===== config.mk =====
export PLATFORM = sky130hd
export DESIGN_NAME = pc_sequencer
export DESIGN_NICKNAME = d
export VERILOG_FILES = /design/src/rtl/pc_sequencer.sv
export SDC_FILE = /design/constraint.sdc
export NUM_CORES = 1
export LEC_CHECK = 0
export BUFFER_PORTS_ARGS = -buffer_cell sky130_fd_sc_hd__clkbuf_2
export CAP_MARGIN = 20
export CORE_MARGIN = 2
export CORE_UTILIZATION = 52
export DETAILED_ROUTE_END_ITERATION = 10
export PLACE_DENSITY_LB_ADDON = 0.25
export SYNTH_ARGS = -nofsm -noshare
export SYNTH_HDL_FRONTEND = slang
export SYNTH_SLANG_ARGS = --single-unit

===== constraint.sdc =====
create_clock -name clk -period 4.8 [get_ports clk]
set_input_delay 1.2 -clock clk [delete_from_list [all_inputs] [get_ports clk]]
set_output_delay 1.2 -clock clk [all_outputs]
set_load 0.05 [all_outputs]

===== src/rtl/pc_sequencer.sv =====
// Program counter with prioritised next-PC selection, stall, and an internal
// circular return-address stack. Error pulses are registered for the control unit.
module pc_sequencer #(
    parameter int unsigned     XLEN         = 32,
    parameter logic [XLEN-1:0] RESET_VECTOR = '0,
    parameter logic [XLEN-1:0] TRAP_VECTOR  = XLEN'(32'h0000_0100),
    parameter int unsigned     INC          = 4,
    parameter int unsigned     RAS_DEPTH    = 4
) (
    input  logic                       clk,
    input  logic                       reset_n,
    input  logic                       enable,
    input  logic                       branch_taken,
    input  logic [XLEN-1:0]            branch_target,
    input  logic                       jump,
    input  logic [XLEN-1:0]            jump_target,
    input  logic                       is_call,
    input  logic                       is_ret,
    input  logic                       trap,
    output logic [XLEN-1:0]            pc,
    output logic [$clog2(RAS_DEPTH):0] ras_count,
    output logic                       ras_full,
    output logic                       ras_empty,
    output logic                       misalign_err,
    output logic                       ras_underflow
);

    localparam int unsigned     PTR_W      = $clog2(RAS_DEPTH);
    localparam int unsigned     CNT_W      = PTR_W + 1;
    localparam logic [XLEN-1:0] ALIGN_MASK = XLEN'(INC - 1);

    logic [XLEN-1:0]  pc_q, pc_d;
    logic [CNT_W-1:0] rasCnt_q, rasCnt_d;
    logic [PTR_W-1:0] rasPtr_q, rasPtr_d;
    logic             misalign_q, misalign_d;
    logic             underflow_q, underflow_d;

    logic [XLEN-1:0]  rasMem [RAS_DEPTH];
    logic             rasWe;
    logic [PTR_W-1:0] rasWaddr;
    logic [PTR_W-1:0] topIdx;
    logic [XLEN-1:0]  topEntry;
    logic [XLEN-1:0]  pcInc;
    logic             rasFull;
    logic             rasEmpty;

    assign pcInc    = pc_q + XLEN'(INC);
    assign topIdx   = rasPtr_q - PTR_W'(1);
    assign topEntry = rasMem[topIdx];
    assign rasFull  = (rasCnt_q == CNT_W'(RAS_DEPTH));
    assign rasEmpty = (rasCnt_q == '0);

    // rasPtr_q is the next write slot; the top of stack sits just below it,
    // so a push onto a full stack naturally overwrites the oldest entry.
    always_comb begin
        pc_d        = pc_q;
        rasCnt_d    = rasCnt_q;
        rasPtr_d    = rasPtr_q;
        misalign_d  = 1'b0;
        underflow_d = 1'b0;
        rasWe       = 1'b0;
        rasWaddr    = rasPtr_q;

        if (trap) begin
            pc_d = TRAP_VECTOR;
        end else if (enable) begin
            if (is_ret) begin
                if (rasEmpty) begin
                    pc_d        = TRAP_VECTOR;
                    underflow_d = 1'b1;
                end else if ((topEntry & ALIGN_MASK) != '0) begin
                    pc_d       = TRAP_VECTOR;
                    misalign_d = 1'b1;
                end else begin
                    pc_d = topEntry;
                    if (jump && is_call) begin
                        rasWe    = 1'b1;
                        rasWaddr = topIdx;
                    end else begin
                        rasPtr_d = topIdx;
                        rasCnt_d = rasCnt_q - CNT_W'(1);
                    end
                end
            end else if (jump) begin
                if ((jump_target & ALIGN_MASK) != '0) begin
                    pc_d       = TRAP_VECTOR;
                    misalign_d = 1'b1;
                end else begin
                    pc_d = jump_target;
                    if (is_call) begin
                        rasWe    = 1'b1;
                        rasWaddr = rasPtr_q;
                        rasPtr_d = rasPtr_q + PTR_W'(1);
                        if (!rasFull) begin
                            rasCnt_d = rasCnt_q + CNT_W'(1);
                        end
                    end
                end
            end else if (branch_taken) begin
                if ((branch_target & ALIGN_MASK) != '0) begin
                    pc_d       = TRAP_VECTOR;
                    misalign_d = 1'b1;
                end else begin
                    pc_d = branch_target;
                end
            end else begin
                pc_d = pcInc;
            end
        end
    end

    always_ff @(posedge clk or negedge reset_n) begin
        if (!reset_n) begin
            pc_q        <= RESET_VECTOR;
            rasCnt_q    <= '0;
            rasPtr_q    <= '0;
            misalign_q  <= 1'b0;
            underflow_q <= 1'b0;
        end else begin
            pc_q        <= pc_d;
            rasCnt_q    <= rasCnt_d;
            rasPtr_q    <= rasPtr_d;
            misalign_q  <= misalign_d;
            underflow_q <= underflow_d;
        end
    end

    // Storage needs no reset: a zero count already makes every entry invalid.
    always_ff @(posedge clk) begin
        if (rasWe) begin
            rasMem[rasWaddr] <= pcInc;
        end
    end

    assign pc            = pc_q;
    assign ras_count     = rasCnt_q;
    assign ras_full      = rasFull;
    assign ras_empty     = rasEmpty;
    assign misalign_err  = misalign_q;
    assign ras_underflow = underflow_q;

endmodule


==> results.sh <==
export IMPL_avgSynthCellArea_um2=13.3
export IMPL_synth_commonest_cells="edfxtp_1 (128), dfrtp_1 (39), nand2_1 (37)"
export IMPL_clock_skew_ns=0.00750
export IMPL_grt_busiest_layer="met2"
export IMPL_drive_gt1_share_pct=30.0
export IMPL_crit_buf_inv=3
export IMPL_syn_to_final_growth_pct=18.3
export IMPL_num_antenna_cells=0
export IMPL_antenna_found_initial=0
export IMPL_clk_pin_slew_ns=0.06
export IMPL_tightestPinTransition_ns=1.04
export IMPL_wl_mm=22.7
export IMPL_synth_seq_cells=167
export IMPL_critPathKind="in2reg"
export IMPL_drt_iter0_drc=712
export IMPL_dpl_hpwl_mm=15.2
export IMPL_synthDistinctLibCells=64
export IMPL_synth_enable_flop_cells=128
export IMPL_synth_largest_area_cell="edfxtp_1"
export IMPL_synthTopCellsByArea="edfxtp_1 (48%), dfrtp_1 (12%), mux4_2 (8.8%), nand2_1 (1.7%), xnor2_1 (1.5%)"
export IMPL_numPortBuffers=110
export IMPL_power_total_w=0.00404
export IMPL_cts_root_buffer="clkbuf_16"
export IMPL_grt_max_degree=40
export IMPL_overflow=0
export IMPL_drc=0
export IMPL_die_height_um=128
export IMPL_ys_seq_area_share_pct=60.7
export IMPL_start_kind="input port"
export IMPL_drt_wirelength_per_cell_um=25.0
export IMPL_vias_per_cell=6.69
export IMPL_synth_xor_area_share_pct=2.31
export IMPL_grt_pass1_vias=5880
export IMPL_post_cts_buffers=0
export IMPL_cp_max_fo=17
export IMPL_grt_first_pass_wirelength_mm=33.9
export IMPL_async_flop_share_pct=23.4
export IMPL_syn_inst=597
export IMPL_finalHoldViolCount=0
export IMPL_synth_simple_gate_area_share_pct=12.5
export IMPL_grt_use_met3_pct=7.37
export IMPL_hold_class="reg2reg"
export IMPL_irDropWorstVdd_mv=0.244
export IMPL_synth_compound_area_share_pct=11.8
export IMPL_cp_arrival_ns=3.53
export IMPL_cts_tree="yes"
export IMPL_die_width_um=128
export IMPL_initial_core_util_pct=52.7
export IMPL_dr_pass1_iters=5
export IMPL_globalplace_congestion=0.903
export IMPL_rsz0062_at_grt="false"
export IMPL_cp_required_ns=4.91
export IMPL_synth_top_area_share_pct=48.4
export IMPL_p_leak_nw=3.50
export IMPL_synthFlopType="edfxtp_1"
export IMPL_syn_num_nets=671
export IMPL_max_slew_margin_pct=30.4
export IMPL_grtUsageMet2_pct=43.2
export IMPL_grt_use_met1_pct=38.8
export IMPL_drv_slew=0
export IMPL_rows=45
export IMPL_yosys_warnings=0
export IMPL_ios=111
export IMPL_yosysMostFrequentCell="edfxtp_1"
export IMPL_setup_viol=0
export IMPL_synth_area_um2=7950
export IMPL_synth_adder_area_share_pct=0.409
export IMPL_status="finished clean"
export IMPL_layout_min_cycle_time_ns=3.42
export IMPL_nNetsFinal=781
export IMPL_htree_levels=4
export IMPL_ant_nets=0
export IMPL_stdcell_area_um2=9400
export IMPL_clockBufferDepth=2
export IMPL_hold_buffers=0
export IMPL_cp_cell_sequence="clkbuf_2 -> inv_2 -> and2_1 -> nand2b_1 -> a211oi_4 -> buf_4"
export IMPL_p_per_area_nw_per_um2=430
export IMPL_core_area_um2=15100
export IMPL_cts_buffers=17
export IMPL_vias=6077
export IMPL_max_cap_violations=0
export IMPL_synth_top_family_by_area="simple AND/OR/NAND/NOR gates"
export IMPL_yosys_mux_area_fraction_pct=9.57
export IMPL_crit_path_top_delay_cell="a211oi_4"
export IMPL_end_kind="register"
export IMPL_max_freq_ghz=0.292
export IMPL_fin_crit_sh_pct=71.3
export IMPL_cts_sinks=167
export IMPL_rrSetupSlack_ns=1.68
export IMPL_cp_top_family="buffers and inverters"
export IMPL_placed_cell_area_um2=8750
export IMPL_cts_resized=0
export IMPL_max_stage_delay_ns=0.79
export IMPL_grt_use_total_pct=28.4
export IMPL_dieArea_um2=16300
export IMPL_finalSetupTns_ns=0
export IMPL_insertion_delay_ns=0.42
report_power, final:
group          internal (W)  switching (W)  leakage (nW)
combinational      0.000384       0.000548          1.50
clock              0.000863       0.000552         0.297
sequential          0.00161      0.0000821          1.71
through the flow:
step,std cells,utilization (%),hold slack [ns],worst slack (ns)
global placement,874,58.0,0.502,1.11
detailed placement,874,58.0,0.532,0.958
finish,908,62.3,0.530,1.38
floorplan,597,-,0.490,0.632
global route,908,62.3,0.564,1.26
CTS,906,62.1,0.539,1.42
cells by family (layout without fill, tap and decap cells):
logic type | count (synthesis) | in the layout
adder cells (fa/ha/maj) | 2 | 2
buffers and inverters | 54 | 177
AO/OA/AOI/OAI | 132 | 132
AND/OR/NAND/NOR | 184 | 184
multiplexers | 37 | 37
XOR/XNOR | 21 | 21
flip-flops | 167 | 167
worst paths after layout:
check / startpoint / to / cells after the start
max: is_ret / rasMem[2][16] / 6
min: ras_count[2] / ras_count[2] / 1
max reg2reg: rasMem[1][0] / rasMem[2][16] / 6
min reg2reg: ras_count[2] / ras_count[2] / 1
max in group asynchronous: reset_n / pc[16] / 2
min in group asynchronous: reset_n / pc[1] / 1
final cells by class:
cell class	instances	area [um^2]
Timing Repair Buffer	128	696
Multi-Input combinational cell	376	2960
Clock inverter	10	145
Tap cell	188	235
Sequential cell	167	4820
Inverter	17	63.8
Clock buffer	22	474
Fill cell	1154	5690
routing by layer:
metal  up-vias  wire [um]
met2       392      10500
met3        71       2250
met1      3026       9020
met4         0        879
li1       2588          -
met5         -          0
cells in the final DEF (no fill, tap or decap), types with 4 or more instances in the layout:
cell	n
edfxtp_1	128
clkbuf_2	110
dfrtp_1	38
nand2_1	37
nor2_1	32
mux4_2	31
a21oi_1	22
o21ai_0	19
clkbuf_16	17
nand3_1	16
buf_4	16
inv_1	15
xnor2_1	14
nor3_1	14
nand2b_1	14
or2_2	13
nor4_1	12
o31ai_1	11
nand4_1	9
a31oi_1	9
a221oi_1	8
a22oi_1	8
a211oi_1	8
xor2_1	7
a222oi_1	7
or3_1	6
and2_1	5
nor2b_1	5
o211ai_1	5
and4_1	4
and3_1	4
mux2i_1	4
a2111oi_0	4
clkinv_4	4
sequential cells by signal, indices dropped and copies added (netlist names):
name / flops
pc: 32
rasPtr_q: 2
ras_underflow: 1
rasMem: 128
ras_count: 3
misalign_err: 1
Power figures use the tool's default switching activity.
